File: config.mk
export PLATFORM = sky130hd
export DESIGN_NAME = vga_timing_core
export DESIGN_NICKNAME = d
export VERILOG_FILES = /design/src/rtl/vga_timing_pkg.sv /design/src/rtl/vga_delay_line.sv /design/src/rtl/vga_timing_core.sv
export SDC_FILE = /design/constraint.sdc
export NUM_CORES = 1
export LEC_CHECK = 0
export CORE_MARGIN = 4
export CORE_UTILIZATION = 54
export DETAILED_ROUTE_END_ITERATION = 16
export GPL_TIMING_DRIVEN = 0
export PLACE_DENSITY = 0.85
export REMOVE_ABC_BUFFERS = 1
export SLEW_MARGIN = 20
export SYNTH_ARGS = -nofsm -noshare
export SYNTH_HDL_FRONTEND = slang
export SYNTH_HIERARCHICAL = 1
export SYNTH_SLANG_ARGS = --single-unit
File: constraint.sdc
create_clock -name iCLK -period 5.3 [get_ports iCLK]
set_input_delay 1.06 -clock iCLK [delete_from_list [all_inputs] [get_ports iCLK]]
set_output_delay 1.06 -clock iCLK [all_outputs]
set_load 0.02 [all_outputs]
File: src/rtl/vga_timing_pkg.sv
// Shared VGA raster constants and helpers: default 640x480@60 timing,
// line/frame totals, active-window start and counter width.
package vga_timing_pkg;

    localparam int DEF_H_SYNC  = 96;
    localparam int DEF_H_BACK  = 48;
    localparam int DEF_H_ACT   = 640;
    localparam int DEF_H_FRONT = 16;
    localparam int DEF_V_SYNC  = 2;
    localparam int DEF_V_BACK  = 33;
    localparam int DEF_V_ACT   = 480;
    localparam int DEF_V_FRONT = 10;

    // Per-pixel video flags that travel down the delay line to meet host colour.
    typedef struct packed {
        logic hs;
        logic vs;
        logic vld;
    } vidFlags_t;

    function automatic int timingTotal(input int sync, input int back,
                                       input int act, input int front);
        return sync + back + act + front;
    endfunction

    function automatic int actStart(input int sync, input int back);
        return sync + back;
    endfunction

    function automatic int cntWidth(input int total);
        return (total <= 1) ? 1 : $clog2(total);
    endfunction

endpackage

File: src/rtl/vga_delay_line.sv
// Width x depth shift register with asynchronous clear; aligns the
// sync/blank flags with colour returning from the host.
module vga_delay_line #(
    parameter int WIDTH = 1,
    parameter int DEPTH = 1
) (
    input  logic             iCLK,
    input  logic             iRST_N,
    input  logic [WIDTH-1:0] iData,
    output logic [WIDTH-1:0] oData
);

    logic [WIDTH-1:0] taps [DEPTH];

    always_ff @(posedge iCLK or negedge iRST_N) begin
        if (!iRST_N) begin
            for (int i = 0; i < DEPTH; i++) taps[i] <= '0;
        end else begin
            taps[0] <= iData;
            for (int i = 1; i < DEPTH; i++) taps[i] <= taps[i-1];
        end
    end

    assign oData = taps[DEPTH-1];

endmodule

File: src/rtl/vga_timing_core.sv
// Parametrised VGA raster engine: counters, coordinate/tick stream for the
// renderer, and latency-aligned sync/blank/RGB towards the ADV7123 DAC.
module vga_timing_core
    import vga_timing_pkg::*;
#(
    parameter int H_SYNC    = DEF_H_SYNC,
    parameter int H_BACK    = DEF_H_BACK,
    parameter int H_ACT     = DEF_H_ACT,
    parameter int H_FRONT   = DEF_H_FRONT,
    parameter int V_SYNC    = DEF_V_SYNC,
    parameter int V_BACK    = DEF_V_BACK,
    parameter int V_ACT     = DEF_V_ACT,
    parameter int V_FRONT   = DEF_V_FRONT,
    parameter int HS_POL    = 0,
    parameter int VS_POL    = 0,
    parameter int PIPE_LAT  = 1,
    parameter int COLOR_W   = 10,
    parameter int COORD_W   = 10,
    parameter int FRAME_DIV = 6
) (
    input  logic               iCLK,
    input  logic               iRST_N,
    input  logic [COLOR_W-1:0] iRed,
    input  logic [COLOR_W-1:0] iGreen,
    input  logic [COLOR_W-1:0] iBlue,
    output logic [COORD_W-1:0] oCoord_X,
    output logic [COORD_W-1:0] oCoord_Y,
    output logic               oCoord_Valid,
    output logic               oLine_Start,
    output logic               oFrame_Tick,
    output logic [COLOR_W-1:0] oVGA_R,
    output logic [COLOR_W-1:0] oVGA_G,
    output logic [COLOR_W-1:0] oVGA_B,
    output logic               oVGA_H_SYNC,
    output logic               oVGA_V_SYNC,
    output logic               oVGA_BLANK,
    output logic               oVGA_SYNC,
    output logic               oVGA_CLOCK
);

    localparam int H_TOTAL = timingTotal(H_SYNC, H_BACK, H_ACT, H_FRONT);
    localparam int V_TOTAL = timingTotal(V_SYNC, V_BACK, V_ACT, V_FRONT);
    localparam int HW      = cntWidth(H_TOTAL);
    localparam int VW      = cntWidth(V_TOTAL);

    localparam logic [HW-1:0] H_LAST  = HW'(H_TOTAL - 1);
    localparam logic [HW-1:0] H_START = HW'(actStart(H_SYNC, H_BACK));
    localparam logic [HW-1:0] H_END   = HW'(actStart(H_SYNC, H_BACK) + H_ACT - 1);
    localparam logic [HW-1:0] H_SEND  = HW'(H_SYNC);
    localparam logic [VW-1:0] V_LAST  = VW'(V_TOTAL - 1);
    localparam logic [VW-1:0] V_START = VW'(actStart(V_SYNC, V_BACK));
    localparam logic [VW-1:0] V_END   = VW'(actStart(V_SYNC, V_BACK) + V_ACT - 1);
    localparam logic [VW-1:0] V_SEND  = VW'(V_SYNC);

    localparam logic [7:0] FDIV_LAST = 8'(FRAME_DIV - 1);
    localparam logic       HS_ON     = (HS_POL != 0);
    localparam logic       VS_ON     = (VS_POL != 0);

    // Stage p0: raster counters and the flags decoded from them
    logic [HW-1:0] hCnt_p0;
    logic [VW-1:0] vCnt_p0;
    logic          hAct_p0;
    logic          vAct_p0;
    logic          frameEnd_p0;
    vidFlags_t     flags_p0;

    always_ff @(posedge iCLK or negedge iRST_N) begin
        if (!iRST_N) begin
            hCnt_p0 <= '0;
            vCnt_p0 <= '0;
        end else if (hCnt_p0 == H_LAST) begin
            hCnt_p0 <= '0;
            vCnt_p0 <= (vCnt_p0 == V_LAST) ? '0 : vCnt_p0 + VW'(1);
        end else begin
            hCnt_p0 <= hCnt_p0 + HW'(1);
        end
    end

    assign hAct_p0      = (hCnt_p0 >= H_START) && (hCnt_p0 <= H_END);
    assign vAct_p0      = (vCnt_p0 >= V_START) && (vCnt_p0 <= V_END);
    assign frameEnd_p0  = (hCnt_p0 == H_END) && (vCnt_p0 == V_END);
    assign flags_p0.hs  = (hCnt_p0 < H_SEND);
    assign flags_p0.vs  = (vCnt_p0 < V_SEND);
    assign flags_p0.vld = hAct_p0 && vAct_p0;

    // Stage p1: renderer-facing coordinate stream and the divided frame tick
    logic [7:0] frameCnt;

    always_ff @(posedge iCLK or negedge iRST_N) begin
        if (!iRST_N) begin
            oCoord_X     <= '0;
            oCoord_Y     <= '0;
            oCoord_Valid <= 1'b0;
            oLine_Start  <= 1'b0;
            oFrame_Tick  <= 1'b0;
            frameCnt     <= '0;
        end else begin
            oCoord_Valid <= flags_p0.vld;
            oLine_Start  <= flags_p0.vld && (hCnt_p0 == H_START);
            if (flags_p0.vld) begin
                oCoord_X <= COORD_W'(hCnt_p0 - H_START);
                oCoord_Y <= COORD_W'(vCnt_p0 - V_START);
            end
            oFrame_Tick <= 1'b0;
            if (frameEnd_p0) begin
                if (frameCnt == FDIV_LAST) begin
                    frameCnt    <= '0;
                    oFrame_Tick <= 1'b1;
                end else begin
                    frameCnt <= frameCnt + 8'd1;
                end
            end
        end
    end

    // One extra tap covers the coordinate register, so flags land with the host colour
    vidFlags_t flags_p1;

    vga_delay_line #(
        .WIDTH($bits(vidFlags_t)),
        .DEPTH(PIPE_LAT + 1)
    ) uFlagDelay (
        .iCLK  (iCLK),
        .iRST_N(iRST_N),
        .iData (flags_p0),
        .oData (flags_p1)
    );

    // Stage p2: DAC outputs, colour masked outside the active window
    always_ff @(posedge iCLK or negedge iRST_N) begin
        if (!iRST_N) begin
            oVGA_R      <= '0;
            oVGA_G      <= '0;
            oVGA_B      <= '0;
            oVGA_BLANK  <= 1'b0;
            oVGA_H_SYNC <= ~HS_ON;
            oVGA_V_SYNC <= ~VS_ON;
        end else begin
            oVGA_R      <= flags_p1.vld ? iRed   : '0;
            oVGA_G      <= flags_p1.vld ? iGreen : '0;
            oVGA_B      <= flags_p1.vld ? iBlue  : '0;
            oVGA_BLANK  <= flags_p1.vld;
            oVGA_H_SYNC <= flags_p1.hs ? HS_ON : ~HS_ON;
            oVGA_V_SYNC <= flags_p1.vs ? VS_ON : ~VS_ON;
        end
    end

    assign oVGA_SYNC  = 1'b0;
    assign oVGA_CLOCK = iCLK;

endmodule

; After elaboration in Yosys (flattened, before gate mapping)
; Index checks and enable logic that the tools add are counted.
[word_totals]
register_bits = 90
input_bits = 32
output_inout_bits = 58
word_cells = 48
[op_classes]
n_addsub = 5
n_lt_le_gt_ge = 6
n_eq_ne = 6
mux = 10
n_reduce_logical = 5
[op_table]
columns = op, count
row1 = $mux 10, 5
row2 = $eq 10x10->1 const B, 4
row3 = $add 10x1->10 const B, 2
row4 = $le 10x10->1 const B, 2
row5 = $eq 10x8->1 const B, 1
row6 = $ge 10x6->1 const B, 1
row7 = $ge 10x8->1 const B, 1
row8 = $lt 10x2->1 const B, 1
row9 = $lt 10x7->1 const B, 1
row10 = $sub 10x6->10 const B, 1
row11 = $sub 10x8->10 const B, 1
row12 = $add 8x1->8 const B, 1
row13 = $eq 8x3->1 const B, 1
row14 = $mux 8, 1
row15 = $logic_and 1x1->1, 5
row16 = $mux 1, 4

; Longest topological paths before layout
[depth]
depth_word = 4
depth_mapped = 9
depth_no_buf = 7

; Cells and area by module
; Netlist, hierarchy kept.
[by_module_without_submodules]
columns = mod, n_inst, cells_per_inst, area_per_inst_um2, seq_area_each_um2
row1 = vga_timing_core, 1, 315, 3703.6, 2104.5
row2 = vga_delay_line, 1, 9, 172.7, 150.1

==> reports/metrics.yaml <==
status: "finished, final reports clean"
syn_to_final_growth_pct: 29.0
max_slew.worst_pin.slew_ns: 0.929
crit_path_max_fanout: 2
yosysUniqueCellTypes: 39
route.antenna.remaining_nets: 0
clkLatencyLatePin_ns: 0.46
syn-instance-count: 324
antenna_found_initial: 0
dp.cells: 486
hold_ws_ns: 0.356
fin_skew_ns: 0.0103
drc_errors: 0
synth_area_per_cell_um2: 12.0
io_pins: 90
route.detailed.wl_per_inst_um: 15.8
route.detailed.vias_per_inst: 5.21
antenna_cells: 0
synth_sequential_area_ratio_pct: 58.2
layout_setup_ws_ns: 0.839
tritoncts: "built"
first_iter_violations: 95
finalPower_mw: 1.23
grt_start_max_net_pins: 53
slew_violations: 0
layoutNonFillerInstCount: 505
detailroute.via_count: 2631
finish.utilization_pct: 72.8
timing.critical_path.cells: "clkbuf_8 -> clkbuf_8 -> clkdlybuf4s50_1"
initial_core_util_pct: 56.4
total_track_usage_pct: 20.0
critPathMostFrequentCell: "clkbuf_8"
firstDrtPassIters: 4
number_of_synthesis_warnings: 6
placed_area_mm2: 0.00478
timing.critical_path.arrival_ns: 3.40
place.gp.congestion: 0.860
dieWidth_um: 92.7
worstSetupStartpointType: "clock port"
first_global_vias: 2698
fin_nets: 446
layout.cells.most_common: "dfrtp_1"
stdcell_area_mm2: 0.00500
leakagePower_nw: 2.38
critical_path.endpoint_type: "primary output"
fp.coreArea_mm2: 0.00687
fillers: 482
detail_route.wirelength_mm: 8.00
post-dp-hpwl_mm: 5.51
timing.final.hold_violations: 0
die_height_um: 92.7
criticalPathCategory: "clock port to primary output"
pre_cts_ws_ns: 1.08
cap_violations: 0
buffer_ports.inserted: 88
layout_common_cells: "dfrtp_1 (88), clkdlybuf4s50_1 (87), and2_1 (32)"
slowest_stage: "clkdlybuf4s50_1"
global_route_overflow: 0
postSynth.topFlopCell: "dfrtp_1"
syn-cell-area_mm2: 0.00388
setup_tns_final_ns: 0
post_route_cells_drive_above_1_share_pct: 11.0
ctsResizeCount: 0
setup.reg_to_reg.worst_slack_ns: 2.20
multi_input_area_mm2: 0.00145
cts.clk_slew.worst_paths_ns: 0.09
grt_pass1_wl_mm: 13.6
slew_headroom_pct: 37.5
sequential_cell_area_mm2: 0.00225
final-setup-viol-count: 0
cts.hold.buffers_added: 0
min_path_type: "flop to flop"
post_cts_buffers: 0
total_die_area_mm2: 0.00860
grt_setup_unrepaired: "false"
powerDensity_mw_per_mm2: 246
synth-edff-count: 0
slowest_stage_delay_cp_ns: 0.53
asr_flop_ratio_synth_pct: 100
cp.required_ns: 4.24
ys_ff_latch: 90
worst_case_vdd_ir_drop_mv: 0.166
num_rows: 30
## path summary, 6_finish.rpt
check                           depth (start not counted)             endpoint               start
worst max-delay path                                    3           oVGA_CLOCK                iCLK
worst min-delay path                                    0  uFlagDelay/oData[1]  uFlagDelay/taps[4]
worst max register to register                          6          oCoord_Y[0]          vCnt_p0[0]
worst min register to register                          0  uFlagDelay/oData[1]  uFlagDelay/taps[4]
max in group asynchronous                               2          oVGA_H_SYNC              iRST_N
min in group asynchronous                               1          frameCnt[7]              iRST_N
## final cells by class
class                           count  share of cell area (%)
Inverter                           13                   0.976
Clock buffer                       14                    3.78
Multi-Input combinational cell    198                    29.0
Timing Repair Buffer               88                    17.9
Tap cell                           96                    2.40
Clock inverter                      6                   0.826
Sequential cell                    90                    45.1
## worst max-delay path: cells and delay by family
| kind | cells | cell delay, ns |
|---|---|---|
| buf+inv | 3 | 0.76 |
## layer usage
layer | vias up | global-route usage (%) | wire, µm
met2 | 111 | 31.6 | 3740
met5 | - | 0 | 0
li1 | 1227 | - | -
met4 | 0 | 8.06 | 127
met3 | 13 | 4.47 | 499
met1 | 1280 | 27.1 | 3640
## cells in the mapped netlist, drive strengths merged, types with 3 or more instances
library cell  number  area [µm²]
a21oi              4        20.0
buf                9        70.1
o41ai              3        33.8
or3                4        30.0
inv               13        48.8
o31ai              3        22.5
nand2             15        56.3
nand3             11        55.1
nor4               3        18.8
nor2              17        63.8
nor2b              3        18.8
ha                10         125
xnor2              6        52.6
dfrtp             88        2200
mux2              19         282
o21ai             12        60.1
and3               3        18.8
and2              32         200
nor3              11        55.1
nand4              5        31.3
clkbuf            14        52.6
xor2              22         193
## power by group
group / internal [mW] / switching [mW] / leakage [nW]
combinational: 0.0216 / 0.0166 / 1.05
clock: 0.244 / 0.264 / 0.110
sequential: 0.686 / 0 / 1.22
## sequential cells by signal, summed over array words and instances, names as in the netlist
signal and cells:
oFrame_Tick 1, oVGA_R 10, uFlagDelay/oData 3, oVGA_B 10, vCnt_p0 10, uFlagDelay/taps 3, oCoord_X 10, hCnt_p0 10
oVGA_G 10, oVGA_H_SYNC 1, oCoord_Valid 1, oVGA_BLANK 1, oCoord_Y 10, oLine_Start 1, oVGA_V_SYNC 1, frameCnt 8
## logic make-up after synthesis
logic type,share of synthesized area [%]
mux,7.52
buf+inv,4.42
flops,58.2
compound gates,4.91
xor+xnor,6.33
simple gates,15.3
fa+ha+maj,3.23
other cells,0.0967
No activity file was read; power rests on OpenSTA's default activity.
